`src/rtl/mc_datapath_regs.sv`:
```
// rtl/mc_datapath_regs.sv - multicycle MIPS datapath state: PC, IR, MDR, A, B, ALUOut, register file
module mc_datapath_regs #(
  parameter int unsigned      WIDTH    = 32,
  parameter logic [WIDTH-1:0] RESET_PC = '0
) (
  input  logic             clk,
  input  logic             reset,
  input  logic             IorD,
  input  logic             IRwrite,
  input  logic             pcwrite,
  input  logic             branch,
  input  logic             regwrite,
  input  logic             regdst,
  input  logic             memtoreg,
  input  logic             alusrcA,
  input  logic [1:0]       alusrcB,
  input  logic [1:0]       pcsrc,
  input  logic [WIDTH-1:0] readdata,
  input  logic [WIDTH-1:0] aluresult,
  input  logic             zero,
  output logic [WIDTH-1:0] adr,
  output logic [WIDTH-1:0] writedata,
  output logic [WIDTH-1:0] srca,
  output logic [WIDTH-1:0] srcb,
  output logic [5:0]       op,
  output logic [5:0]       funct,
  output logic [WIDTH-1:0] pc
);

  logic [WIDTH-1:0] pc_q, pc_d;
  logic [WIDTH-1:0] ir_q, ir_d;
  logic [WIDTH-1:0] mdr_q, mdr_d;
  logic [WIDTH-1:0] a_q, a_d;
  logic [WIDTH-1:0] b_q, b_d;
  logic [WIDTH-1:0] aluout_q, aluout_d;
  logic [WIDTH-1:0] rf_q [32];
  logic [WIDTH-1:0] rf_d [32];

  logic             pcen;
  logic [4:0]       rs_addr, rt_addr, waddr;
  logic [WIDTH-1:0] rs_data, rt_data, wdata;
  logic [WIDTH-1:0] signimm;
  logic [WIDTH-1:0] jump_target;

  assign pcen        = pcwrite | (branch & zero);
  assign rs_addr     = ir_q[25:21];
  assign rt_addr     = ir_q[20:16];
  assign waddr       = regdst ? ir_q[15:11] : ir_q[20:16];
  assign wdata       = memtoreg ? mdr_q : aluout_q;
  assign signimm     = {{(WIDTH-16){ir_q[15]}}, ir_q[15:0]};
  assign jump_target = {pc_q[WIDTH-1:WIDTH-4], ir_q[25:0], 2'b00};

  // Register file read: r0 is hard-wired to zero, no write-to-read bypass.
  always_comb begin
    rs_data = (rs_addr == 5'd0) ? '0 : rf_q[rs_addr];
    rt_data = (rt_addr == 5'd0) ? '0 : rf_q[rt_addr];
  end

  // Next-state for PC, IR and the free-running pipeline registers.
  always_comb begin
    pc_d = pc_q;
    if (pcen) begin
      unique case (pcsrc)
        2'b00:   pc_d = aluresult;
        2'b01:   pc_d = aluout_q;
        2'b10:   pc_d = jump_target;
        default: pc_d = pc_q;
      endcase
    end
    ir_d     = IRwrite ? readdata : ir_q;
    mdr_d    = readdata;
    a_d      = rs_data;
    b_d      = rt_data;
    aluout_d = aluresult;
  end

  // Register file write: writes to r0 are dropped so it always reads zero.
  always_comb begin
    for (int i = 0; i < 32; i++) begin
      rf_d[i] = rf_q[i];
    end
    if (regwrite && (waddr != 5'd0)) begin
      rf_d[waddr] = wdata;
    end
  end

  // State registers; reset wins over every enable.
  always_ff @(posedge clk) begin
    if (reset) begin
      pc_q     <= RESET_PC;
      ir_q     <= '0;
      mdr_q    <= '0;
      a_q      <= '0;
      b_q      <= '0;
      aluout_q <= '0;
      for (int i = 0; i < 32; i++) begin
        rf_q[i] <= '0;
      end
    end else begin
      pc_q     <= pc_d;
      ir_q     <= ir_d;
      mdr_q    <= mdr_d;
      a_q      <= a_d;
      b_q      <= b_d;
      aluout_q <= aluout_d;
      for (int i = 0; i < 32; i++) begin
        rf_q[i] <= rf_d[i];
      end
    end
  end

  // Operand selection and outputs toward memory, ALU and control FSM.
  always_comb begin
    adr  = IorD ? aluout_q : pc_q;
    srca = alusrcA ? a_q : pc_q;
    unique case (alusrcB)
      2'b00:   srcb = b_q;
      2'b01:   srcb = WIDTH'(4);
      2'b10:   srcb = signimm;
      default: srcb = {signimm[WIDTH-3:0], 2'b00};
    endcase
    writedata = b_q;
    op        = ir_q[31:26];
    funct     = ir_q[5:0];
    pc        = pc_q;
  end

endmodule

```
`config.mk`:
```
export PLATFORM = sky130hd
export DESIGN_NAME = mc_datapath_regs
export DESIGN_NICKNAME = d
export VERILOG_FILES = /design/src/rtl/mc_datapath_regs.sv
export SDC_FILE = /design/constraint.sdc
export NUM_CORES = 2
export LEC_CHECK = 0
export ABC_CLOCK_PERIOD_IN_PS = 6480
export CAP_MARGIN = 15
export CORE_AREA = 2 2 322 324
export DETAILED_ROUTE_END_ITERATION = 12
export DIE_AREA = 0 0 324 326
export MAX_ROUTING_LAYER = met4
export PLACE_DENSITY_LB_ADDON = 0.15
export SYNTH_ARGS = -nofsm -noshare
export SYNTH_HDL_FRONTEND = slang
export SYNTH_SLANG_ARGS = --single-unit
```
`constraint.sdc`:
```
create_clock -name clk -period 6.48 [get_ports clk]
set_clock_uncertainty 0.2 [all_clocks]
set_input_delay 1.62 -clock clk [delete_from_list [all_inputs] [get_ports clk]]
set_output_delay 1.62 -clock clk [all_outputs]
set_load 0.005 [all_outputs]
```
# Word level (Yosys, flattened, before mapping)
# Memories as Yosys holds them, arrays and structs flattened. A register that Yosys moved wholly into a read port is not among the register bits.
# Cells that the tools add are included.
# totals
reg_bits	128
ram_bits	1024
out_inout_bits	172
n_memories	1
# op_classes
n_lt_le_gt_ge	2
n_eq_ne	4
mux	45
n_bitwise	36
n_reduce_logical	13
# memory_table
memory	words	word_bits	read_ports	rd_clocked_by_memory_dff	write_ports	line	source
rf_q	32	32	34	2	32	36	logic [WIDTH-1:0] rf_q [32];
# ops
cell	count
$mux W32	36
$bwmux W1024	1
$mux W1024	1
$pmux W32 S3	2
$demux W32 S5	1
$or A1 B1 Y1	33
$logic_not A5 Y1	2
$ge A6 B6 Y1 const B	1
$lt A6 B1 Y1 const B	1
$not A5 Y6	1
$mux W5	1
$reduce_bool A5 Y1	1
$eq A2 B1 Y1 const B	2
$eq A2 B2 Y1 const B	2
$logic_not A2 Y1	2
$reduce_or A2 Y1	2
$mux W1	3
$reduce_and A3 Y1	1
$reduce_bool A3 Y1	1
$logic_and A1 B1 Y1	2
$reduce_and A2 Y1	1
$reduce_bool A2 Y1	1
$and A1 B1 Y1	1
$not A1 Y1	1

# Longest topological paths before layout
# depth
depth_word	9
depth_mapped	9
mapped_depth_nobuf	6

# Least setup slack after synthesis
# OpenSTA, ideal clock, no wires.
# synth_path
path_kind	input-to-output
startpoint	in alusrcB[0]
endpoint	out srcb[18]
arrival_ns	2.705
required_time_ns	4.660
path_slack_ns	1.955
stages	5
n_path_buf	3
cell_sequence	clkbuf_1 nor2_1 clkbuf_1 buf_1 a21o_1
# synth_between
elab_chain_cells	2
word_cells_on_any_way	4
cone_classes	eq/ne (2); mux (1); reduce/logical (1)
# synth_lines
item	line	source
from (decl)	16	input logic [1:0] alusrcB,
$eq A2 B2 Y1, or another cell as far along	116	unique case (alusrcB)
$pmux W32 S3 *	116	
to (decl)	24	output logic [WIDTH-1:0] srcb,
# Mark *: on every way between the ends. The rest lies on a longest branch, timed or not.

# Final worst setup path
# layout_path
startpoint	in alusrcB[0]
endpoint	out srcb[24]
# The elaborated chain is that of the path after synthesis.

==> results.md <==
Outcome:
- The run finished with clean final reports.

Timing:
- For the pin with the worst max-slew slack, the measured transition is 1300 ps.
- The count of endpoints failing hold in the final timing report is 0.
- Static timing analysis puts the maximum clock frequency at 0.176 GHz.
- The sum of negative setup slack is 0 ps.
- The setup slack of the critical path after layout is 803 ps.
- Setup repair after global routing left no endpoint under its margin.
- The minimum hold slack is 282 ps.
- The number of max-slew violations in the final report came to 0.
- Setup violations remaining at the end of the flow were counted as 0.
- The worst path uses 87.6% of the clock period.
- Counting I/O delays and the setup requirement, the final critical path takes 5680 ps.
- The relative slew slack is 12.5%.

Layout:
- The number of nets at the end of the flow is 5505.
- The final design utilization is 65.9%.
- The signed area change from the synthesized netlist to the final layout is 11.3%.
- Leaving out fill and tap cells, the most frequent cell in the layout is sky130_fd_sc_hd__dfxtp_1.
- The library cells used most frequently in the layout, excluding fill and tap cells, are sky130_fd_sc_hd__dfxtp_1 (1208), sky130_fd_sc_hd__a21oi_1 (1082), sky130_fd_sc_hd__a211oi_1 (905).
- The post-route netlist has 20.6% of its cells at a drive strength greater than 1.

Placement:
- The count of buffers added on input and output ports is 250.
- The worst slack at placement is 861 ps.
- The routability congestion estimate from global placement is 0.911.
- The wire-length estimate of the detail-placed layout is 136 mm.

Die:
- The initial core utilization is 59.2%.
- The initialized floorplan defines 118 standard-cell rows.
- The floorplan step defined a die boundary enclosing 106000 um2.
- In this run the count of I/O pins placed on the die edge is 251.
- In this run the standard cell core region covers 103000 um2.
- Measured along the y axis, the die boundary spans 326 um.
- The width of the die is 324 um.

Clock network:
- The longest clock path from root to sink contains 3 buffers.
- The post-CTS setup-driven buffer insertion count is 0.
- The hold-fix buffer count after cts is 0.
- The cell sitting at the root of the clock tree is a sky130_fd_sc_hd__clkbuf_16.
- The number of CTS-inserted buffers is 132.
- The later pin in the worst-skew pair is clocked with a latency of 770 ps.
- The clock transition at the register clock pins on the worst setup and hold paths after CTS is 60 ps.
- The number of H-tree levels is 4.
- After clock tree synthesis, the repair step resized 0 gates.
- For this design, the sink count on the clock tree is 1216.
- TritonCTS built the clock tree.

Hold path:
- Counting instances, the worst hold path has a depth of 1.
- The worst hold path belongs to the class flop to flop.

Synth:
- The count of different cell masters after synthesis is 44.
- Dividing the synthesized area by the synthesized cell count gives 10.7 um2.
- The top cell type by area accounts for 40.1% of the synthesized area.
- The total of flip-flops plus latches after synthesis is 1216.
- The synthesized cell area is 60800 um2.
- Yosys mapped a number of flops with a built-in enable equal to 0.
- The yosys synthesis warning count is 0.
- Counting flops with an async set or reset pin after synthesis yields a share of 0%.
- The cell count after synthesis is 5691.
- Ranked by total cell area, the synthesized netlist is headed by sky130_fd_sc_hd__dfxtp_1 (40%), sky130_fd_sc_hd__mux4_2 (14%), sky130_fd_sc_hd__a211oi_1 (11%).
- When the netlist entered floorplanning its net count stood at 5774.
- The dominant synthesized flop cell is sky130_fd_sc_hd__dfxtp_1.
- The leading area contributor after synthesis is sky130_fd_sc_hd__dfxtp_1.
- The post-synthesis sequential area ratio is 40.1%.

Route:
- The residual antenna-violating net count after detailed routing is 0.
- The starting DRC count in detailed routing is 8054.
- The detail-routed net length per standard cell is 33.5 um.
- Summed over all layers, the routed wires come to 232 mm.
- For this block, the via count after detailed routing is 52916.
- The via density per instance is 7.65.
- After detailed routing, the number of remaining DRC violations is 0.
- Before antenna repair, the detailed router went through 6 iterations.

Setup path:
- The critical path startpoint category is an input pin.
- The worst-case reg-to-reg path depth is 5.
- The required time at the worst-slack endpoint is 4660 ps.
- STA puts the critical path data arrival time at 3860 ps.
- Of all nets on the critical path, the largest fanout is 29.
- The startpoint-to-endpoint class of the critical path is input pin to output pin.
- The sort of element at the end of the critical path is an output pin.

Power:
- The worst-case IR drop observed on VDD is 0.000239 V.
- Per report_power, the sequential group accounts for 44.3% of the total.
- Per report_power, the combinational group accounts for 11.1% of the total.
- Internal power comes to 0.0129 W.
- The net switching fraction of the power is 26.8%.
- The reported leakage power is 20.1 nW.
- The total power per unit cell area is 260 nW/um2.
- The share of total power dissipated in the clock network is 44.6%.
- In this run the power spent charging and discharging nets is 0.00472 W.

Global route:
- Entering global routing, the biggest net connects 198 pins.
- The number of global-route vias before repair came to 49643.
- The number of antenna violations at the first check in global routing is 10.
- The overflow left after global routing is 0.
- Global routing used 44.0% of the available tracks.
- The wire length of the first global-routing pass is 338 mm.

Job:
- The tool flagged a number of max-cap violations equal to 0.
[final cells by class]
class                      count  area (um2)
sequential                  1216       24400
timing repair buffer         439        4480
clock buffer                 192        3850
antenna                       11        27.5
multi-input combinational   3630       32600
tap                         1380        1730
clock inverter                44         591
inverter                       3        11.3
fill                        7997       35000
[metal layers]
layer | share of wire (%) | vias to the layer above | track usage, % | wire length [um]
met1 | 37 | 26162 | 57.2 | 86000
met5 | 0 | - | - | 0
li1 | - | 21805 | - | -
met3 | 13 | 926 | 11.8 | 30400
met2 | 43 | 4023 | 61.1 | 99200
met4 | 7.0 | 0 | 26.4 | 16200
[sequential cells by signal, summed over array words and instances (netlist names)]
name	flops
pc	32
rf_q	1024
a_q	32
ir_q	32
mdr_q	32
writedata	32
aluout_q	32
[path summary, 6_finish.rpt]
kind	from	end	slack [ps]
worst min-delay path	rf_q[0][23]$_SDFFE_PP0P_	rf_q[0][23]$_SDFFE_PP0P_	280
worst min register to register	rf_q[0][23]$_SDFFE_PP0P_	rf_q[0][23]$_SDFFE_PP0P_	280
worst max register to register	ir_q[18]$_SDFFE_PP0P_	writedata[24]$_SDFF_PP0_	2280
worst max-delay path	alusrcB[0]	srcb[24]	800
[logic make-up after synthesis]
| logic type | after synthesis | synth area share (%) |
|---|---|---|
| fa+ha+maj | 4 | 0.0824 |
| simple gates | 281 | 2.51 |
| compound gates | 2556 | 29.0 |
| flops | 1216 | 40.1 |
| mux | 789 | 21.1 |
| buf+inv | 845 | 7.30 |
[cell usage after synthesis (all sizes together) (77+ instances only)]
library cell and n:
mux2i 324, nor2 97, a22o 77, mux2 80
clkbuf 375, a2111oi 90, a22oi 89, a21oi 1091
dfxtp 1216, mux4 385, nor2b 102, buf 467
a211oi 1056
[power by group through the flow]
stage	registers, W	logic, W	clock network (W)
after floorplan	0.00782	0.00123	0
after global placement	0.00794	0.00186	0
after detailed placement	0.00794	0.00187	0
after CTS	0.00778	0.00187	0.00785
after global routing	0.00780	0.00200	0.00817
final	0.00780	0.00196	0.00785
[stage by stage]
stage,std cells,power [W],cell area [um2]
after floorplan,5691,0.00906,60800
after global placement,6659,0.00980,63000
after detailed placement,6660,0.00981,63000
after CTS,6896,0.0175,67400
after global routing,6911,0.0180,67600
final,6915,0.0176,67600
[worst max-delay path, stage by stage]
cell	delay [ps]
sky130_fd_sc_hd__clkdlybuf4s50_1	850
sky130_fd_sc_hd__nor2_2	220
sky130_fd_sc_hd__buf_4	400
sky130_fd_sc_hd__a21o_1	190
sky130_fd_sc_hd__clkdlybuf4s50_1	510
No activity file was read; power rests on OpenSTA's default activity.
